`src/rtl/multi_way_traffic_controller_if.sv`:
```
// Lamp/request bundle between the traffic controller and its environment.
// The controller takes the slave side; the tick source and lamp drivers take the master side.
interface multi_way_traffic_controller_if #(
  parameter int N_DIR = 2
);
  localparam int DIR_W = $clog2(N_DIR);

  logic             tick;
  logic             flash;
  logic [N_DIR-1:0] ped_req;
  logic [N_DIR-1:0] Red;
  logic [N_DIR-1:0] Green;
  logic [N_DIR-1:0] Yellow;
  logic [N_DIR-1:0] Walk;
  logic [DIR_W-1:0] active_dir;

  modport master (
    output tick, flash, ped_req,
    input  Red, Green, Yellow, Walk, active_dir
  );

  modport slave (
    input  tick, flash, ped_req,
    output Red, Green, Yellow, Walk, active_dir
  );
endinterface

```
`src/rtl/multi_way_traffic_controller.sv`:
```
// Round-robin N-approach traffic controller: GREEN -> YELLOW -> ALL-RED per approach,
// with latched pedestrian WALK requests and a flashing-yellow override. Moore outputs.
module multi_way_traffic_controller #(
  parameter int N_DIR        = 2,
  parameter int GREEN_TICKS  = 8,
  parameter int YELLOW_TICKS = 3,
  parameter int ALLRED_TICKS = 2
) (
  input logic clk,
  input logic reset,
  multi_way_traffic_controller_if.slave bus
);

  localparam int DIR_W     = $clog2(N_DIR);
  localparam int MAX_TICKS = (GREEN_TICKS > YELLOW_TICKS)
                           ? ((GREEN_TICKS > ALLRED_TICKS) ? GREEN_TICKS : ALLRED_TICKS)
                           : ((YELLOW_TICKS > ALLRED_TICKS) ? YELLOW_TICKS : ALLRED_TICKS);
  localparam int TIMER_W   = (MAX_TICKS > 1) ? $clog2(MAX_TICKS) : 1;

  localparam logic [TIMER_W-1:0] GREEN_LOAD  = TIMER_W'(GREEN_TICKS - 1);
  localparam logic [TIMER_W-1:0] YELLOW_LOAD = TIMER_W'(YELLOW_TICKS - 1);
  localparam logic [TIMER_W-1:0] ALLRED_LOAD = TIMER_W'(ALLRED_TICKS - 1);
  localparam logic [DIR_W-1:0]   LAST_DIR    = DIR_W'(N_DIR - 1);

  typedef enum logic [1:0] {
    S_ALLRED,
    S_GREEN,
    S_YELLOW,
    S_FLASH
  } state_t;

  state_t             state_q, state_d;
  logic [DIR_W-1:0]   dir_q, dir_d;
  logic [TIMER_W-1:0] timer_q, timer_d;
  logic [N_DIR-1:0]   pending_q, pending_d;
  logic               walk_q, walk_d;
  logic               phase_q, phase_d;

  logic [N_DIR-1:0]   dir_onehot;
  logic [N_DIR-1:0]   req_now;
  logic               expire;

  assign dir_onehot = N_DIR'(1) << dir_q;
  assign req_now    = pending_q | bus.ped_req;
  assign expire     = bus.tick && (timer_q == '0);

  // NOTE: state registers use non-blocking assignments so every register samples
  // the values from before the edge, regardless of statement order.
  always_ff @(posedge clk) begin
    if (reset) begin
      state_q   <= S_ALLRED;
      dir_q     <= '0;
      timer_q   <= ALLRED_LOAD;
      pending_q <= '0;
      walk_q    <= 1'b0;
      phase_q   <= 1'b0;
    end else begin
      state_q   <= state_d;
      dir_q     <= dir_d;
      timer_q   <= timer_d;
      pending_q <= pending_d;
      walk_q    <= walk_d;
      phase_q   <= phase_d;
    end
  end

  // NOTE: every variable driven here gets a default first, so no path through the
  // case/if tree leaves one unassigned and no latch is inferred.
  always_comb begin
    state_d   = state_q;
    dir_d     = dir_q;
    timer_d   = timer_q;
    pending_d = req_now;
    walk_d    = walk_q;
    phase_d   = phase_q;

    if (bus.flash) begin
      // Entering the override starts with the yellow lamps lit.
      state_d = S_FLASH;
      if (state_q != S_FLASH) begin
        phase_d = 1'b1;
      end else if (bus.tick) begin
        phase_d = ~phase_q;
      end
    end else if (state_q == S_FLASH) begin
      state_d = S_ALLRED;
      dir_d   = '0;
      timer_d = ALLRED_LOAD;
    end else if (bus.tick) begin
      if (!expire) begin
        timer_d = timer_q - TIMER_W'(1);
      end else begin
        unique case (state_q)
          S_ALLRED: begin
            // A request arriving on the entry edge is served now rather than re-latched.
            state_d   = S_GREEN;
            timer_d   = GREEN_LOAD;
            walk_d    = |(req_now & dir_onehot);
            pending_d = req_now & ~dir_onehot;
          end
          S_GREEN: begin
            state_d = S_YELLOW;
            timer_d = YELLOW_LOAD;
          end
          S_YELLOW: begin
            state_d = S_ALLRED;
            timer_d = ALLRED_LOAD;
            dir_d   = (dir_q == LAST_DIR) ? '0 : dir_q + DIR_W'(1);
          end
          default: begin
            state_d = S_ALLRED;
            timer_d = ALLRED_LOAD;
          end
        endcase
      end
    end
  end

  logic [N_DIR-1:0] red, green, yellow, walk;

  always_comb begin
    red    = '0;
    green  = '0;
    yellow = '0;
    walk   = '0;
    unique case (state_q)
      S_ALLRED: red = '1;
      S_GREEN: begin
        red   = ~dir_onehot;
        green = dir_onehot;
        walk  = walk_q ? dir_onehot : '0;
      end
      S_YELLOW: begin
        red    = ~dir_onehot;
        yellow = dir_onehot;
      end
      S_FLASH: yellow = {N_DIR{phase_q}};
      default: red = '1;
    endcase
  end

  assign bus.Red        = red;
  assign bus.Green      = green;
  assign bus.Yellow     = yellow;
  assign bus.Walk       = walk;
  assign bus.active_dir = dir_q;

endmodule

```
`src/flat_wrapper.sv`:
```
// flat-port wrapper written by rule: the top's interface ports become plain ports
module multi_way_traffic_controller_flat 
#(
  parameter int N_DIR        = 2,
  parameter int GREEN_TICKS  = 8,
  parameter int YELLOW_TICKS = 3,
  parameter int ALLRED_TICKS = 2
)
  (clk, reset, bus_tick, bus_flash, bus_ped_req, bus_Red, bus_Green, bus_Yellow, bus_Walk, bus_active_dir);
  multi_way_traffic_controller_if #(.N_DIR(N_DIR)) bus_i ();
  input logic clk;
  input logic reset;
  input wire logic [$bits(bus_i.tick)-1:0] bus_tick;
  input wire logic [$bits(bus_i.flash)-1:0] bus_flash;
  input wire logic [$bits(bus_i.ped_req)-1:0] bus_ped_req;
  output wire logic [$bits(bus_i.Red)-1:0] bus_Red;
  output wire logic [$bits(bus_i.Green)-1:0] bus_Green;
  output wire logic [$bits(bus_i.Yellow)-1:0] bus_Yellow;
  output wire logic [$bits(bus_i.Walk)-1:0] bus_Walk;
  output wire logic [$bits(bus_i.active_dir)-1:0] bus_active_dir;
  assign bus_i.tick = bus_tick;
  assign bus_i.flash = bus_flash;
  assign bus_i.ped_req = bus_ped_req;
  assign bus_Red = bus_i.Red;
  assign bus_Green = bus_i.Green;
  assign bus_Yellow = bus_i.Yellow;
  assign bus_Walk = bus_i.Walk;
  assign bus_active_dir = bus_i.active_dir;
  multi_way_traffic_controller #(.N_DIR(N_DIR), .GREEN_TICKS(GREEN_TICKS), .YELLOW_TICKS(YELLOW_TICKS), .ALLRED_TICKS(ALLRED_TICKS)) u_core (.clk(clk), .reset(reset), .bus(bus_i));
endmodule
```
`config.mk`:
```
export PLATFORM = sky130hd
export DESIGN_NAME = multi_way_traffic_controller_flat
export DESIGN_NICKNAME = d
export VERILOG_FILES = /design/src/rtl/multi_way_traffic_controller_if.sv /design/src/rtl/multi_way_traffic_controller.sv /design/src/flat_wrapper.sv
export SDC_FILE = /design/constraint.sdc
export NUM_CORES = 1
export LEC_CHECK = 0
export ABC_CLOCK_PERIOD_IN_PS = 1600
export CORE_MARGIN = 10
export CORE_UTILIZATION = 45
export CTS_BUF_LIST = sky130_fd_sc_hd__clkbuf_4
export CTS_CLUSTER_DIAMETER = 60
export DETAILED_ROUTE_END_ITERATION = 16
export PLACE_DENSITY = 0.73
export SLEW_MARGIN = 20
export SYNTH_ARGS = -nofsm -noshare
export SYNTH_HDL_FRONTEND = slang
export SYNTH_SLANG_ARGS = --single-unit
```
`constraint.sdc`:
```
create_clock -name clk -period 1.6 [get_ports clk]
set_input_delay 0.24 -clock clk [delete_from_list [all_inputs] [get_ports clk]]
set_output_delay 0.24 -clock clk [all_outputs]
set_load 0.005 [all_outputs]
```
---- Word level (Yosys, flattened, before mapping) ----
Cells that the tools add are included.
operators by class
  add/subtract/negate cells ............... 2
  equality and inequality tests ........... 4
  shift-type cells ........................ 1
  muxes and demuxes ....................... 26
  bitwise operators ....................... 7
  reductions and logical operators ........ 16
operators with widths
  operator                                          count
  2-to-1 mux 2 bit                                  12
  one-hot mux 2 bit (2 select lines)                3
  2-to-1 mux 3 bit                                  3
  nonzero test 2 bit                                4
  2-to-1 mux 1 bit                                  7
  one-hot mux 3 bit (2 select lines)                1
  AND reduction 2 bit                               3
  nonzero test 3 bit                                2
  AND reduction 5 bit                               1
  AND 2 bit                                         2
  == test 2 bit, second input constant              2
  AND reduction 4 bit                               1
  OR reduction 2 bit                                2
  zero test 3 bit                                   1
  inverter 1 bit                                    3
  subtractor 3 x 1 -> 3 bit, second input constant  1
  == test 2 x 1 -> 1 bit, second input constant     1
  zero test 2 bit                                   1
  inequality test 2 bit, second input constant      1
  inverter 2 bit                                    1
  bitwise OR 2 bit                                  1
  left shift 1 x 1 -> 2 bit, first input constant   1
  adder 1 bit, second input constant                1
  logical AND 1 bit                                 1
word-level totals
  register bits ........................... 10
  input bits .............................. 6
  output and inout bits ................... 9
  word-level logic and storage cells ...... 62

---- Longest topological paths before layout ----
Gate-level depths: netlist (run 1).
  depth after elaboration ................. 8
  gate-level depth with buffers ........... 7
  depth with buffers taken out ............ 6

---- Worst setup path before layout (run 1) ----
No wires, ideal clock.
  path type ............................... reg-to-reg
  start ................................... register u_core.timer_q[0]
  end ..................................... register u_core.timer_q[0]
  setup time .............................. 0.074 ns
  arrival time ............................ 1.418 ns
  data required time ...................... 1.526 ns
  slack ................................... 0.108 ns
  stages on the path, launching flop included .. 8
  buffers on the path ..................... 1
  period minus slack after synthesis ...... 1.492 ns
  cell sequence ........................... dfxtp_1 -> inv_1 -> ha_1 -> ha_1 -> buf_6 -> mux2_4 -> and3_1 -> a31oi_1
on the way
  cells in the longest elaborated chain, start to end .. 5
  elaborated cells on any way between the ends .. 6
  those cells by class .................... add/sub: 1; mux: 3; reduce/logical: 2
ends and longest elaborated chain
  element                                                                            line                                source
  start, declared                                                                    multi_way_traffic_controller.sv:34  logic [TIMER_W-1:0] timer_q, timer_d;
  start signal, assigned                                                             multi_way_traffic_controller.sv:60  timer_q <= timer_d;
  parallel branches: the longest is 2 deep, another holds subtractor 3 x 1 -> 3 bit  -
  2-to-1 mux 3 bit *                                                                 multi_way_traffic_controller.sv:90  if (!expire) begin
  2-to-1 mux 3 bit *                                                                 multi_way_traffic_controller.sv:89  end else if (bus.tick) begin
  2-to-1 mux 3 bit *                                                                 multi_way_traffic_controller.sv:85  end else if (state_q == S_FLASH) begin
Every way passes the cells marked *. The select of a mux whose other input is x is not followed.
A chain may end at the register's enable or synchronous reset.

---- Worst setup path after layout (run 1) ----
  start ................................... register u_core.dir_q (netlist: u_core.bus.active_dir)
  end ..................................... output port bus_active_dir
RTL lines
  element                 line                                source
  start, declared         multi_way_traffic_controller.sv:33  logic [DIR_W-1:0] dir_q, dir_d;
  start signal, assigned  multi_way_traffic_controller.sv:59  dir_q <= dir_d;
  end, declared           flat_wrapper.sv:20                  output wire logic [$bits(bus_i.active_dir)-1:0] bus_active_dir;
No word-level cell between the ends.

==> results.ini, run 1 <==
[die]
die_x_microns = 59.5
initial_core_util = 0.471
die_area_sq_um = 3540
design.core.area_sq_um = 1490
rows = 14
die_y_microns = 59.5
ios = 15

[sta]
clock_skew_ns = 0.0129
finalSetupTns_ns = 0
tightest_slew_ns = 0.218
final_hold_viol_count = 0
setup_viol = 0
whs_ns = 0.457
fin_ws_ns = 0.0551
drv_slew = 0
fin_crit_sh = 0.966
rsz0062_at_grt = false
period_minus_slack_ns = 1.54
maxSlewHeadroom = 0.854
fmax_ghz = 0.647

[pwr]
power.share.clock = 0.265
power.switching_uw = 223
design_power_total_uw = 706
ir_worst_vdd_uv = 643
seq_power_share = 0.396
leakage_uw = 0.000424
combPwrFrac = 0.338
power_density_nw_per_um2 = 729
p_int_uw = 483
power.share.switching = 0.316

[layout]
antennaDiodeCount = 0
final_cell_mix = 12 x buf_4, 7 x inv_1, 7 x nor2_1, 7 x dfxtp_1
final_common_cell = buf_4
area_delta_synth_final_pct = 38.0
instances_no_fill = 126
drive_gt1_frac = 0.327
nets = 125

[placed_design]
dp.cells = 122
io_buffers = 14
place_ws_ns = -0.0620
hpwl_microns = 1380
place_congestion = 0.805

[critical_path]
worstPathRequired_ns = 1.36
critPathSlowestCell = clkdlybuf4s50_1
crit_chain = buf_4 > clkdlybuf4s50_1
crit_family = buffers and inverters
r2r-start = u_core.timer_q[0]$_SDFFE_PP1P_
rrSetupSlack_ns = 0.10
crit_start = u_core.bus.active_dir$_SDFFE_PP0P_
critPathMaxFanout = 8
startpoint_type = register
slowest_delay_ns = 0.51
path_class = register to output pin
arrival_ns = 1.30
r2r_end = u_core.timer_q[0]$_SDFFE_PP1P_
cp-end-kind = output pin
r2r_cells = 6
path_buf_inv = 2

[hold_path]
holdPathEnd = u_core.timer_q[1]$_SDFFE_PP0P_
hp-class = register to register
hold_start = u_core.timer_q[1]$_SDFFE_PP0P_
hold_path_depth = 2

[drt]
ant_nets = 0
wl_per_cell_microns = 14.4
drt-initial-drc-count = 10
avgViaCountPerCell = 5.49
vias = 692
drc = 0
drtPass1Iterations = 4
routed_wl_microns = 1820

[yosys]
syn-num-nets = 101
synth_cell_types = 30
synth.avg_cell_area_sq_um = 8.07
yosys_register_bits = 10
syn_inst = 87
yosys_warnings = 0
synth-seq-area-share = 0.285
syn_area_sq_um = 702

[grt]
grt_max_degree = 11
overflow = 0
grt_pass1_vias = 667
grt_pass1_wl_microns = 3060
antenna_found_initial = 0
gr-usage-all-layers = 0.111

[clocking]
hold_buffers = 0
clk_pin_slew_ns = 0.08
h-tree-depth = 1
cts_buffer_depth = 2
cts.sinks = 10
clock-root-buffer = clkbuf_4
cts_tree = built
clkLatencyLatePin_ns = 0.27
cts_buffers = 3

[outcome]
status = completed

[flow_run]
max_cap_violations = 0

## cells by family (layout without fill, tap and decap cells)
family                   Yosys count  count (layout)  share of synthesized area
AO/OA/AOI/OAI                     25              25                      0.228
multiplexers                       1               1                     0.0214
flip-flops                        10              10                      0.285
adder cells (fa/ha/maj)            8               8                      0.143
buffers and inverters             16              39                      0.102
AND/OR/NAND/NOR                   27              27                      0.221
## worst min-delay path, delay by kind of cell (launching register included)
family | cells | cell delay (ns)
AO/OA/AOI/OAI | 1 | 0.05
flip-flops | 1 | 0.31
AND/OR/NAND/NOR | 1 | 0.05
## Yosys cell counts
library cell,number,share of area
dfxtp_1,10,0.29
inv_1,9,0.048
ha_1,8,0.14
nor2_1,7,0.037
o21ai_0,7,0.050
a21oi_1,6,0.043
nor3_1,6,0.043
and3_1,3,0.027
buf_2,3,0.021
clkbuf_1,3,0.016
nand2_1,3,0.016
a311oi_1,2,0.025
a31oi_1,2,0.018
o21bai_1,2,0.021
a211oi_1,1,0.011
a21boi_0,1,0.011
a21o_2,1,0.012
a32oi_1,1,0.012
a41o_1,1,0.014
and2_1,1,0.0089
and4bb_4,1,0.023
buf_6,1,0.016
mux2_4,1,0.021
nand2b_1,1,0.0089
nand2b_2,1,0.012
nand3_1,1,0.0071
nor2b_1,1,0.0089
nor3b_2,1,0.018
o21a_1,1,0.011
or2b_1,1,0.011
## layout make-up
cell class                 count  area (sq um)
sequential                    10           206
clock inverter                 1          3.75
tap                           16          20.0
inverter                       9          36.3
clock buffer                   3          22.5
timing repair buffer          26           209
fill                         131           520
multi-input combinational     61           470
## worst max path at each step
stage | end | cells past startpoint | slack (ns)
6_report | bus_active_dir | 2 | 0.06
5_1_grt | bus_active_dir | 2 | 0.002
4_1_cts | bus_active_dir | 2 | -0.003
3_5_place_dp | bus_Red[0] | 5 | -0.06
3_3_place_gp | bus_Red[1] | 5 | -0.02
2_1_floorplan | u_core.timer_q[0]$_SDFFE_PP1P_ | 7 | 0.11
## through the flow
step / util / instance area [sq um]
final: 0.650 / 968
after global routing: 0.650 / 968
after CTS: 0.653 / 972
after detailed placement: 0.614 / 915
after global placement: 0.614 / 915
after floorplan: - / 702
## registers in the layout, indices dropped and copies added, names as in the netlist
name	cells
u_core.timer_q	3
u_core.pending_q	2
u_core.state_q	2
u_core.bus.active_dir	1
u_core.phase_q	1
u_core.walk_q	1
## power by group through the flow
stage,combinational [uW],sequential [uW],clock [uW]
3_5_place_dp,228,282,0
6_report,239,280,187
3_3_place_gp,221,281,0
4_1_cts,239,279,191
2_1_floorplan,126,280,0
5_1_grt,267,282,205
## routing by layer
| metal | vias up | global-route usage | share of wire |
|---|---|---|---|
| li1 | 351 | - | - |
| met1 | 321 | 0.132 | 0.45 |
| met2 | 14 | 0.165 | 0.48 |
| met3 | 6 | 0.0472 | 0.053 |
| met4 | 0 | 0.0545 | 0.023 |
| met5 | - | 0 | 0 |
## repair_timing
| action | in CTS | in global routing |
|---|---|---|
| gates resized for setup | 20 | 15 |
| endpoints found under the setup margin | 8 | 14 |
| buffers inserted | 0 | 0 |
| endpoints found under the hold margin | 0 | 0 |
| pin swaps | 2 | 0 |
Note: power is estimated with default switching activity, not from simulation.
==> run 2, diff against run 1 <==
==> constraint.sdc (replaced) <==
create_clock -name clk -period 1.6 [get_ports clk]
set_input_delay 0.16 -clock clk [delete_from_list [all_inputs] [get_ports clk]]
set_output_delay 0.16 -clock clk [all_outputs]
set_load 0.005 [all_outputs]
==> run 2 against run 1 <==
  * Count of clock-buffer cells in the layout unchanged
  * Sequential share of layout area rose by 0.27 points
  * Register-to-register slack barely moved
  * Die area stayed put
  * Non-clock buffer count down 2
  * Sequential cell count unchanged
  * Worst hold slack better by 0.0072 ns
  * Core utilization decreased by 0.42 points
==> results.ini, run 2 (synthesis gave the netlist of run 1 again) <==
[pwr]
power_density_nw_per_um2 = 733  ; was 729 nW/um^2
leakage_uw = 0.000432  ; was 0.000424 uW
power.switching_uw = 222  ; was 223 uW
design_power_total_uw = 705  ; was 706 uW
ir_worst_vdd_uv = 512  ; was 643 uV
seq_power_share = 0.395  ; was 0.396
combPwrFrac = 0.332  ; was 0.338
p_int_uw = 483  ; about the same
power.share.switching = 0.315  ; was 0.316
power.share.clock = 0.273  ; was 0.265

[sta]
whs_ns = 0.464  ; was 0.457 ns
maxSlewHeadroom = 0.750  ; was 0.854
fin_crit_sh = 0.954  ; was 0.966
fin_ws_ns = 0.0737  ; was 0.0551 ns
drv_slew = 0  ; unchanged
final_hold_viol_count = 0  ; unchanged
setup_viol = 0  ; unchanged
fmax_ghz = 0.655  ; was 0.647 GHz
tightest_slew_ns = 0.374  ; was 0.218 ns
clock_skew_ns = 0.00451  ; was 0.0129 ns
period_minus_slack_ns = 1.53  ; was 1.54 ns

[placed_design]
io_buffers = 14  ; unchanged
place_congestion = 0.773  ; was 0.805
place_ws_ns = 0.00711  ; was -0.0620 ns
place_area_sq_um = 892  ; was 915 sq um
hpwl_microns = 1290  ; was 1380 microns

[layout]
antennaDiodeCount = 0  ; unchanged
drive_gt1_frac = 0.259  ; was 0.327
final_area_sq_um = 962  ; was 968 sq um
fin_util = 0.646  ; was 0.650
largest_reg_flops = 3  ; unchanged
nets = 123  ; was 125
final_common_cell = buf_4  ; unchanged
final_cell_mix = 10 x buf_4, 8 x dfxtp_1, 7 x inv_1, 7 x nor2_1  ; was 12 x buf_4, 7 x inv_1, 7 x nor2_1, 7 x dfxtp_1
num-fill-cells = 132  ; was 131
area_delta_synth_final_pct = 37.1  ; was 38.0%
reg_top3 = u_core.timer_q (3), u_core.pending_q (2), u_core.state_q (2)  ; unchanged
largest-register = u_core.timer_q  ; unchanged

[die]
die_y_microns = 59.5  ; unchanged
ios = 15  ; unchanged
die_x_microns = 59.5  ; unchanged
die_area_sq_um = 3540  ; unchanged
rows = 14  ; unchanged
design.core.area_sq_um = 1490  ; unchanged
initial_core_util = 0.471  ; unchanged

[flow_run]
max_cap_violations = 0  ; unchanged

[drt]
drc = 0  ; unchanged
routed_wl_microns = 1740  ; was 1820 microns
ant_nets = 0  ; unchanged
avgViaCountPerCell = 5.33  ; was 5.49
drt-initial-drc-count = 0  ; was 10
vias = 661  ; was 692
drtPass1Iterations = 1  ; was 4
wl_per_cell_microns = 14.0  ; was 14.4 microns

[clocking]
cts_tree = built  ; unchanged
clkLatencyLatePin_ns = 0.28  ; was 0.27 ns
cts_buffer_depth = 2  ; unchanged
clk_pin_slew_ns = 0.07  ; was 0.08 ns
cts_buffers = 3  ; unchanged
clock-root-buffer = clkbuf_4  ; unchanged
h-tree-depth = 1  ; unchanged
cts.sinks = 10  ; unchanged

[hold_path]
holdPathEnd = u_core.timer_q[1]$_SDFFE_PP0P_  ; unchanged
hold_start = u_core.timer_q[1]$_SDFFE_PP0P_  ; unchanged
hold_path_depth = 2  ; unchanged
hp-class = register to register  ; unchanged

[critical_path]
arrival_ns = 1.37  ; was 1.30 ns
critPathMaxFanout = 5  ; was 8
rrSetupSlack_ns = 0.10  ; about the same
slowest_delay_ns = 0.36  ; was 0.51 ns
worstPathRequired_ns = 1.44  ; was 1.36 ns
r2r_end = u_core.timer_q[0]$_SDFFE_PP1P_  ; unchanged
cp-end-kind = output pin  ; unchanged
crit_chain = buf_4 > ha_4 > and3_1 > dlygate4sd2_1  ; was buf_4 > clkdlybuf4s50_1
path_class = register to output pin  ; unchanged
crit_start = u_core.state_q[0]$_SDFFE_PP0P_  ; was u_core.bus.active_dir$_SDFFE_PP0P_
r2r-start = u_core.timer_q[0]$_SDFFE_PP1P_  ; unchanged
startpoint_type = register  ; unchanged
critPathSlowestCell = dfxtp_4  ; was clkdlybuf4s50_1
r2r_cells = 6  ; unchanged

[grt]
overflow = 0  ; unchanged
grt_pass1_vias = 670  ; was 667
grt_max_degree = 11  ; unchanged
gr-usage-all-layers = 0.104  ; was 0.111
antenna_found_initial = 0  ; unchanged
grt_pass1_wl_microns = 2900  ; was 3060 microns

[outcome]
status = completed  ; unchanged

-- run 2: how the worst max path moves through the flow --
stage,slack (ns),to,depth (start not counted)
after floorplan,0.11,u_core.timer_q[0]$_SDFFE_PP1P_,7
after global placement,0.03,u_core.walk_q$_SDFFE_PP0P_,6
after detailed placement,0.007,u_core.walk_q$_SDFFE_PP0P_,6
after CTS,-0.03,bus_Red[1],5
after global routing,-0.002,bus_Red[1],5
final,0.07,bus_Walk[0],4
-- run 2: power by group through the flow --
stage	combinational, uW	sequential, uW	clock, uW
after floorplan	126	280	0
after global placement	211	281	0
after detailed placement	215	283	0
after CTS	211	280	199
after global routing	262	281	209
final	234	279	192
-- run 2: critical path: cells and delay by family, from the launching register on --
family	cells	cell delay, ns
and+or+nand+nor	1	0.17
DFF	1	0.36
buffers and inverters	2	0.40
adders and majority gates	1	0.17
-- run 2: per-layer routing --
metal | global-route usage | wire length [microns] | vias to the layer above
met5 | 0 | 0 | -
met2 | 0.172 | 836 | 11
met1 | 0.110 | 757 | 299
met3 | 0.0451 | 115 | 5
li1 | - | - | 346
met4 | 0.0481 | 30 | 0
-- run 2: cell type report --
class | count | area [sq um] | area share
timing repair buffer | 24 | 208 | 0.216
multi-input combinational | 61 | 467 | 0.485
clock buffer | 3 | 22.5 | 0.0234
tap | 16 | 20.0 | 0.0208
clock inverter | 1 | 3.75 | 0.00390
inverter | 9 | 33.8 | 0.0351
sequential | 10 | 208 | 0.216
-- run 2: metrics by stage --
step / setup TNS, ns / instances
after floorplan: 0 / 87
after CTS: -0.0295 / 123
final: 0 / 124
after global placement: 0 / 119
after global routing: -0.00191 / 124
after detailed placement: 0 / 119
-- run 2: repair_timing --
item	4_1_cts	5_1_grt
hold buffers	0	0
setup endpoints to repair	10	4
resized for setup	18	7
buffers inserted	0	1
